$ cat src/rtl/sign_extender_if.sv
// Capture handshake between the instruction decoder and the registered extension path.
// The master drives capture requests; the slave returns the registered operand and its strobe.
interface sign_extender_if;
    logic        in_valid;
    logic [1:0]  sel;
    logic        zext;
    logic [15:0] ext_out;
    logic        ext_valid;

    modport master (
        output in_valid,
        output sel,
        output zext,
        input  ext_out,
        input  ext_valid
    );

    modport slave (
        input  in_valid,
        input  sel,
        input  zext,
        output ext_out,
        output ext_valid
    );
endinterface

$ cat src/rtl/sign_extender.sv
// 16-bit sign extension of the 6/8/10-bit immediate fields plus a registered, field-selectable operand path.
// Define SIGN_EXT_ZEXT_EN to let cap.zext request zero extension on the registered path.
module sign_extender (
    input  logic            clk,
    input  logic            rst_n,
    input  logic [5:0]      in6,
    input  logic [7:0]      in8,
    input  logic [9:0]      in10,
    output logic [15:0]     out6,
    output logic [15:0]     out8,
    output logic [15:0]     out10,
    sign_extender_if.slave  cap
);

    logic [15:0] next_val;

    assign out6  = {{10{in6[5]}}, in6};
    assign out8  = {{8{in8[7]}}, in8};
    assign out10 = {{6{in10[9]}}, in10};

    // Reserved select 11 yields zero in both extension modes.
    always_comb begin
        next_val = 16'h0000;
        case (cap.sel)
            2'b00:   next_val = out6;
            2'b01:   next_val = out8;
            2'b10:   next_val = out10;
            default: next_val = 16'h0000;
        endcase
`ifdef SIGN_EXT_ZEXT_EN
        if (cap.zext) begin
            case (cap.sel)
                2'b00:   next_val = {10'b0, in6};
                2'b01:   next_val = {8'b0, in8};
                2'b10:   next_val = {6'b0, in10};
                default: next_val = 16'h0000;
            endcase
        end
`endif
    end

`ifndef SIGN_EXT_ZEXT_EN
    logic unused_zext;
    assign unused_zext = cap.zext;
`endif

    always_ff @(posedge clk or negedge rst_n) begin
        if (!rst_n) begin
            cap.ext_out   <= 16'h0000;
            cap.ext_valid <= 1'b0;
        end else begin
            cap.ext_valid <= cap.in_valid;
            if (cap.in_valid) begin
                cap.ext_out <= next_val;
            end
        end
    end

endmodule

$ cat src/flat_wrapper.sv
// flat-port wrapper written by rule: the top's interface ports become plain ports
module sign_extender_flat 
  (clk, rst_n, in6, in8, in10, out6, out8, out10, cap_in_valid, cap_sel, cap_zext, cap_ext_out, cap_ext_valid);
  sign_extender_if cap_i ();
  input  logic clk;
  input  logic rst_n;
  input  logic [5:0] in6;
  input  logic [7:0] in8;
  input  logic [9:0] in10;
  output logic [15:0] out6;
  output logic [15:0] out8;
  output logic [15:0] out10;
  input wire logic [$bits(cap_i.in_valid)-1:0] cap_in_valid;
  input wire logic [$bits(cap_i.sel)-1:0] cap_sel;
  input wire logic [$bits(cap_i.zext)-1:0] cap_zext;
  output wire logic [$bits(cap_i.ext_out)-1:0] cap_ext_out;
  output wire logic [$bits(cap_i.ext_valid)-1:0] cap_ext_valid;
  assign cap_i.in_valid = cap_in_valid;
  assign cap_i.sel = cap_sel;
  assign cap_i.zext = cap_zext;
  assign cap_ext_out = cap_i.ext_out;
  assign cap_ext_valid = cap_i.ext_valid;
  sign_extender u_core (.clk(clk), .rst_n(rst_n), .in6(in6), .in8(in8), .in10(in10), .out6(out6), .out8(out8), .out10(out10), .cap(cap_i));
endmodule
$ cat config.mk
export PLATFORM = sky130hd
export DESIGN_NAME = sign_extender_flat
export DESIGN_NICKNAME = d
export VERILOG_FILES = /design/src/rtl/sign_extender_if.sv /design/src/rtl/sign_extender.sv /design/src/flat_wrapper.sv
export SDC_FILE = /design/constraint.sdc
export NUM_CORES = 1
export LEC_CHECK = 0
export CAP_MARGIN = 10
export CELL_PAD_IN_SITES_DETAIL_PLACEMENT = 0
export CELL_PAD_IN_SITES_GLOBAL_PLACEMENT = 1
export CORE_ASPECT_RATIO = 0.6
export CORE_MARGIN = 2
export CORE_UTILIZATION = 20
export CTS_CLUSTER_SIZE = 14
export DETAILED_ROUTE_END_ITERATION = 10
export PLACE_DENSITY_LB_ADDON = 0.1
export SYNTH_ARGS = -nofsm -noshare
export SYNTH_HDL_FRONTEND = slang
export SYNTH_SLANG_ARGS = --single-unit
$ cat constraint.sdc
create_clock -name clk -period 1.16 [get_ports clk]
set_clock_uncertainty 0.2 [all_clocks]
set_input_delay 0.116 -clock clk [delete_from_list [all_inputs] [get_ports clk]]
set_output_delay 0.116 -clock clk [all_outputs]
set_load 0.005 [all_outputs]
Yosys cells after proc, flatten, opt, wreduce, memory -nomap -nowiden
Cells that the tools add are included.
{"block": "op_classes", "n_reduce_logical": 1, "mul": 0, "n_lt_le_gt_ge": 0, "n_shift": 0, "div_mod_pow": 0, "eq_ne": 2, "n_addsub": 0, "n_bitwise": 0, "mux": 1}
{"op": "case mux 16 bit (3 select lines)", "n": 1}
{"op": "equality test 2 x 1 -> 1 bit, second input constant", "n": 1}
{"op": "equality test 2 bit, second input constant", "n": 1}
{"op": "zero test 2 bit", "n": 1}
{"block": "totals", "inputBits": 30, "rom_bits": 0, "memories": 0, "reg_bits": 17, "ram_bits": 0, "latchBits": 0, "output_inout_bits": 65, "elab_cells": 6}

Logic depth before layout (Yosys ltp)
Gate-level depths: netlist of run 1.
{"block": "logic_depth", "word_depth": 2, "ltp_mapped": 4, "mapped_depth_nobuf": 2}

Worst setup path before layout of run 1
OpenSTA, ideal clock, no wires.
{"block": "synth_timing", "path_kind": "input-to-reg", "start": "in cap_sel[0]", "end": "reg u_core.cap.ext_out[14]", "n_path_buf": 1, "setup_ns": 0.142, "t_required_ns": 0.818, "path_slack_ns": 0.219, "t_arrival_ns": 0.599, "path_stages": 3, "path_cell_list": "buf_6 > mux2i_2 > o221ai_1"}
{"block": "synth_between", "elab_chain_len": 2, "word_cells_on_any_way": 4, "cone_classes": "2 x eq/ne; 1 x mux; 1 x reduce/logical"}
{"element": "start, declared", "line": "flat_wrapper.sv:14", "rtl": "input wire logic [$bits(cap_i.sel)-1:0] cap_sel;"}
{"element": "equality test 2 bit (tied with other cells)", "line": "sign_extender.sv:24", "rtl": "case (cap.sel)"}
{"element": "case mux 16 bit (3 select lines) (*)", "line": "sign_extender.sv:24"}
{"element": "end signal, assigned", "line": "sign_extender.sv:54", "rtl": "cap.ext_out <= next_val;"}
{"element": "end, declared", "line": "sign_extender_if.sv:22", "rtl": "output ext_out,"}
Mark *: on every way between the ends. The rest lies on a longest branch, timed or not.
A chain may end at the register's enable or synchronous reset.

==> metrics, run 1 <==
Synth Warn # 0; Fin. Hold Viols 0; Starting Density 20.5%; H-tree depth 1; Clock transition at path regs 0.05 ns; Max Cap Violations 0; largest net degree at the start of global routing 14; critical path, cell by cell buf_6 -> buf_6 -> buf_6; commonest non-fill, non-tap cell in the layout clkdlybuf4s50_1; post-route ant nets 0; setup ws final -0.159 ns; post-synthesis register bit count 11; number of I/O port buffers 93; Worst Hold Class in -> reg; CTS Buffer Depth 2; CP max stage cell dfrtp_2; critical path endpoint cap_ext_out[15]; violated checks setup timing; drt pass-1 iters 4; setup violators final 6; Setup CP Type reg -> out; Cell variety after synth 12; CP dominant cell by count buf_6; endpoint type of the worst setup path output pin; CP startpoint u_core.cap.ext_out[14]; CP startpoint kind flop; worst r2r dst u_core.cap.ext_out[14]; # diodes 0; initial antenna violation count 0; internal reg-to-reg setup slack approximately 0.020 ns; share of cells above drive strength 1 39.5%; worst slew pin tran 0.188 ns; CTS tree built; arrival time worst endpoint 1.00 ns; pre-CTS setup slack -0.574 ns; num ports 95; slowest stage delay, CP about 0.42 ns; Syn-to-layout area delta 90.0%; Vert. Die Dim 59.4 um; drt wl/cell around 11 um; Die W just under 100 um; Synth Area per Inst 9.30 um2; core area around 5000 um2; vias in the first global route 912; row count 20; f_max 758 MHz; Die Area 5720 um2; r2r startpoint u_core.cap.ext_out[14]; synthesized net count 140; overall power 1.50 mW; hpwl dp 2300 um; Synth Instances 110; relative slew slack 87.1%; GR Overflow Total 0; status complete, but fails checks; Via Count 954; WHS 0.172 ns; post-synthesis cell area 1020 um2; Tmin final 1.32 ns; Max IR drop VDD slightly below 0.0005 V; sequential share of the synthesized area 26.9%; DR vias/cell between 3 and 4; Slew Viols, Final 0; Clock Tree Root clkbuf_8; Fill cells 525; Worst-Skew Late Latency roughly 0.24 ns; Crit Path Max Fanout 3; most frequent cells in the layout 42 x clkdlybuf4s50_1, 34 x buf_4, 14 x clkbuf_2, 14 x buf_6, 14 x clkdlybuf4s15_1; first-pass GRT wire length about 4400 um; GP Congestion 0.683; initial DRC count 19; RSZ-0062 raised after global routing true; Layout Nets 221; P_leak 0.917 nW; Worst Reg-to-Reg Cells 4; post-layout util between 30% and 40%; CP required about 0.84 ns; number of buffers created by CTS 3; drt total wl 2930 um; CTS Sinks 11; power per cell area 773 nW/um2; DRC Markers 0; Tcrit/Tclk final 114%; Total GRT Usage 10.2%
## sequential cells by signal (all words and copies together), names as in the netlist
| register | flops |
|---|---|
| u_core.cap.ext_out | 10 |
| u_core.cap.ext_valid | 1 |
## per-layer routing
| layer | share of wire [%] | vias to the layer above | global-route usage [%] |
|---|---|---|---|
| li1 | - | 485 | - |
| met1 | 46 | 429 | 14.0 |
| met2 | 44 | 40 | 15.7 |
| met3 | 9.9 | 0 | 4.33 |
| met4 | 0 | 0 | 0.604 |
| met5 | 0 | - | 0 |
## per-stage QoR
stage | area [um2] | cells | TNS [ns]
3_5_place_dp | 1840 | 242 | -23.95
5_1_grt | 1940 | 256 | -0.947
4_1_cts | 1940 | 254 | -0.794
6_report | 1940 | 256 | -0.724
2_1_floorplan | 1020 | 110 | 0
3_3_place_gp | 1840 | 242 | -22.40
## final cells by class
type | instances | area [um2] | area share [%]
flip-flops and latches | 11 | 277 | 14.2
inverters | 10 | 37.5 | 1.93
repair buffers | 136 | 1200 | 61.8
well taps | 66 | 82.6 | 4.25
clock buffers | 4 | 45.0 | 2.32
multi-input cells | 29 | 300 | 15.4
## worst min path at each step
stage           start                      to  depth (start not counted)
2_1_floorplan   rst_n   u_core.cap.ext_out[0]                          0
3_3_place_gp    rst_n   u_core.cap.ext_out[2]                          2
3_5_place_dp    rst_n   u_core.cap.ext_out[4]                          2
4_1_cts        in6[5]   u_core.cap.ext_out[5]                          4
5_1_grt        in6[5]  u_core.cap.ext_out[14]                          4
6_report       in6[5]   u_core.cap.ext_out[5]                          4
## what timing repair did
action	4_1_cts	5_1_grt
gates cloned	0	0
pin swaps	0	1
resized for setup	109	37
hold endpoints to repair	11	1
endpoints found under the setup margin	75	41
hold buffers	1	1
buffers inserted	7	1
## cells in the mapped netlist
library cell	instances	area (um2)
buf_2	1	5.00
buf_4	54	405
buf_6	2	22.5
clkbuf_1	2	7.51
clkbuf_2	1	5.00
dfrtp_1	11	275
inv_1	10	37.5
mux2i_1	7	70.1
mux2i_2	1	13.8
nand2b_1	1	6.26
nand4b_1	10	87.6
o221ai_1	10	87.6
## report_power, final
group	internal (mW)	leakage [nW]	switching [mW]
Clock	0.241	0.0228	0.142
Combinational	0.440	0.758	0.231
Sequential	0.427	0.137	0.0232
## cell families (layout without fill, tap and decap cells)
logic type             Yosys count  count (layout)  synth area share (%)
buffers and inverters           70             150                  47.2
flip-flops                      11              11                  26.9
AND/OR/NAND/NOR                 11              11                  9.17
AO/OA/AOI/OAI                   10              10                  8.56
multiplexers                     8               8                  8.19
## critical path, delay by kind of cell (launching register included)
family	cells	cell delay (ns)
buf+inv	3	0.35
flops	1	0.42
Note: power is estimated with default switching activity, not from simulation.
==> inputs of run 2 (changes only) <==
--- a/config.mk
+++ b/config.mk
@@ -5,7 +5,6 @@
 export SDC_FILE = /design/constraint.sdc
 export NUM_CORES = 1
 export LEC_CHECK = 0
-export CAP_MARGIN = 10
 export CELL_PAD_IN_SITES_DETAIL_PLACEMENT = 0
 export CELL_PAD_IN_SITES_GLOBAL_PLACEMENT = 1
 export CORE_ASPECT_RATIO = 0.6
==> results of run 2 <==
Final layout, timing and power as in run 1 (identical DEF).
==> inputs of run 3 (changes only) <==
--- a/config.mk
+++ b/config.mk
@@ -12,6 +12,7 @@
 export CORE_UTILIZATION = 20
 export CTS_CLUSTER_SIZE = 14
 export DETAILED_ROUTE_END_ITERATION = 10
+export MAX_ROUTING_LAYER = met4
 export PLACE_DENSITY_LB_ADDON = 0.1
 export SYNTH_ARGS = -nofsm -noshare
 export SYNTH_HDL_FRONTEND = slang
==> run 3 against run 2 <==
Against the previous run: the flow still finishes with violations (setup timing); utilization is the same; critical path depth stayed put; non-clock buffer count stayed put.
==> metrics, run 3 (same netlist as run 1, synthesis figures left out) <==
status complete, but fails checks; violated checks setup timing; Fin. Hold Viols 0 (unchanged); # diodes 0 (unchanged); GR Overflow Total 0 (unchanged); overall power 1.50 mW (unchanged); Final Instance Count excl. Fillers 256 (unchanged); setup ws final -0.159 ns (+0.000252 ns); setup violators final 6 (unchanged); most frequent cells in the layout 42 x clkdlybuf4s50_1, 34 x buf_4, 14 x clkbuf_2, 14 x buf_6, 14 x clkdlybuf4s15_1; CP startpoint kind flop; Crit Path Max Fanout 3 (unchanged); initial antenna violation count 0 (unchanged); num ports 95 (unchanged); Tmin final 1.32 ns (-0.000252 ns); Clk pwr share 25.5% (about the same); registers with the most flip-flops u_core.cap.ext_out x10, u_core.cap.ext_valid x1; row count 20 (unchanged); Clock transition at path regs 0.05 ns (about the same); Most flops, register u_core.cap.ext_out; P_leak 0.917 nW (unchanged); number of buffers created by CTS 3 (unchanged); max reg flops 10 (unchanged); number of I/O port buffers 93 (unchanged); Fill cells 525 (unchanged); f_max 758 MHz (about the same); drt wl/cell 11.5 um (about the same); GP Congestion 0.690 (+1.0%); arrival time worst endpoint 1.00 ns (about the same); Layout Nets 221 (unchanged); # placed instances 242 (unchanged); Syn-to-layout area delta 90.0% (unchanged); power share of the sequential group 29.9% (about the same); Worst Hold Class in -> reg; drt pass-1 iters 4 (unchanged); post-route ant nets 0 (unchanged); core area 5000 um2 (unchanged); Max Cap Violations 0 (unchanged); Starting Density 20.5% (unchanged); RSZ-0062 raised after global routing true; endpoint type of the worst setup path output pin; CP required 0.84 ns (about the same); Tcrit/Tclk final 114% (about the same); Clock Tree Root clkbuf_8; P_sw 0.396 mW (about the same); Setup CP Type reg -> out; CTS Buffer Depth 2 (unchanged); H-tree depth 1 (unchanged); Die W 96.4 um (unchanged); hpwl dp 2300 um (unchanged); DR vias/cell 3.73 (unchanged); Worst-Skew Late Latency 0.23 ns (about the same); Vert. Die Dim 59.4 um (unchanged); CTS tree built; Max IR drop VDD 0.000481 V (about the same); vias in the first global route 912 (unchanged); initial DRC count 8 (-11); power per cell area 773 nW/um2 (unchanged); CTS Sinks 11 (unchanged); DRC Markers 0 (unchanged); switch share 26.4% (about the same); Comb pwr share 44.6% (about the same); largest net degree at the start of global routing 14 (unchanged); worst slew pin tran 0.188 ns (unchanged); share of cells above drive strength 1 39.5% (unchanged); commonest non-fill, non-tap cell in the layout clkdlybuf4s50_1; first-pass GRT wire length 4440 um (unchanged); relative slew slack 87.1% (unchanged); Total GRT Usage 10.5% (+0.31 points); Via Count 954 (unchanged); Die Area 5720 um2 (unchanged); drt total wl 2930 um (about the same); P_int 1.11 mW (unchanged); Slew Viols, Final 0 (unchanged)
run 3: cell counts in the layout (fill, tap and decap cells not counted):
Identical to the previous run, type by type.
run 3: final timing paths:
check | start | end | slack (ns) | depth (start not counted)
setup / recovery | u_core.cap.ext_out[14] | cap_ext_out[15] | -0.16 | 3
hold / removal | in6[5] | u_core.cap.ext_out[5] | 0.17 | 4
setup reg to reg | u_core.cap.ext_out[14] | u_core.cap.ext_out[14] | 0.02 | 4
hold reg to reg | u_core.cap.ext_out[2] | u_core.cap.ext_out[2] | 0.36 | 2
max in group asynchronous | rst_n | u_core.cap.ext_out[14] | 0.06 | 3
min in group asynchronous | rst_n | u_core.cap.ext_out[14] | 0.54 | 3
run 3: worst max-delay path, stage by stage (launching register included):
cell and delay, ns:
dfrtp_2 0.42, buf_6 0.13, buf_6 0.11, buf_6 0.11
run 3: layout make-up:
| class | count | area, um2 | area share [%] |
|---|---|---|---|
| Multi-Input combinational cell | 29 | 300 | 15.4 |
| Inverter | 10 | 37.5 | 1.93 |
| Timing Repair Buffer | 136 | 1200 | 61.8 |
| Clock buffer | 4 | 45.0 | 2.32 |
| Sequential cell | 11 | 277 | 14.2 |
| Tap cell | 66 | 82.6 | 4.25 |
run 3: metal layers:
metal | wire length [um] | part of all wire [%] | GRT usage [%]
met1 | 1380 | 47 | 14.5
met2 | 1290 | 44 | 15.7
met3 | 259 | 8.8 | 3.44
met4 | 0 | 0 | 0.604
met5 | 0 | 0 | -
run 3: metrics by stage:
stage	cell area [um2]	setup slack (ns)	hold WS (ns)	utilization, %	TNS (ns)
2_1_floorplan	1020	0.219	-0.380	-	0
3_3_place_gp	1840	-0.511	0.246	36.8	-22.40
3_5_place_dp	1840	-0.574	0.237	36.8	-23.95
4_1_cts	1940	-0.182	0.186	38.8	-0.794
5_1_grt	1940	-0.194	0.222	38.9	-0.947
6_report	1940	-0.159	0.172	38.9	-0.723
run 3: what timing repair did:
action / 4_1_cts / 5_1_grt
hold buffers: 1 / 1
pin swaps: 0 / 1
cloned: 0 / 0
endpoints found under the hold margin: 11 / 1
buffers inserted: 7 / 1
resized for setup: 109 / 37
endpoints found under the setup margin: 75 / 41
run 3: power groups by stage:
| stage | logic [mW] | clock network (mW) | registers (mW) |
|---|---|---|---|
| 4_1_cts | 0.662 | 0.397 | 0.451 |
| 5_1_grt | 0.730 | 0.428 | 0.456 |
| 2_1_floorplan | 0.273 | 0 | 0.461 |
| 6_report | 0.671 | 0.383 | 0.450 |
| 3_3_place_gp | 0.643 | 0 | 0.459 |
| 3_5_place_dp | 0.648 | 0 | 0.459 |
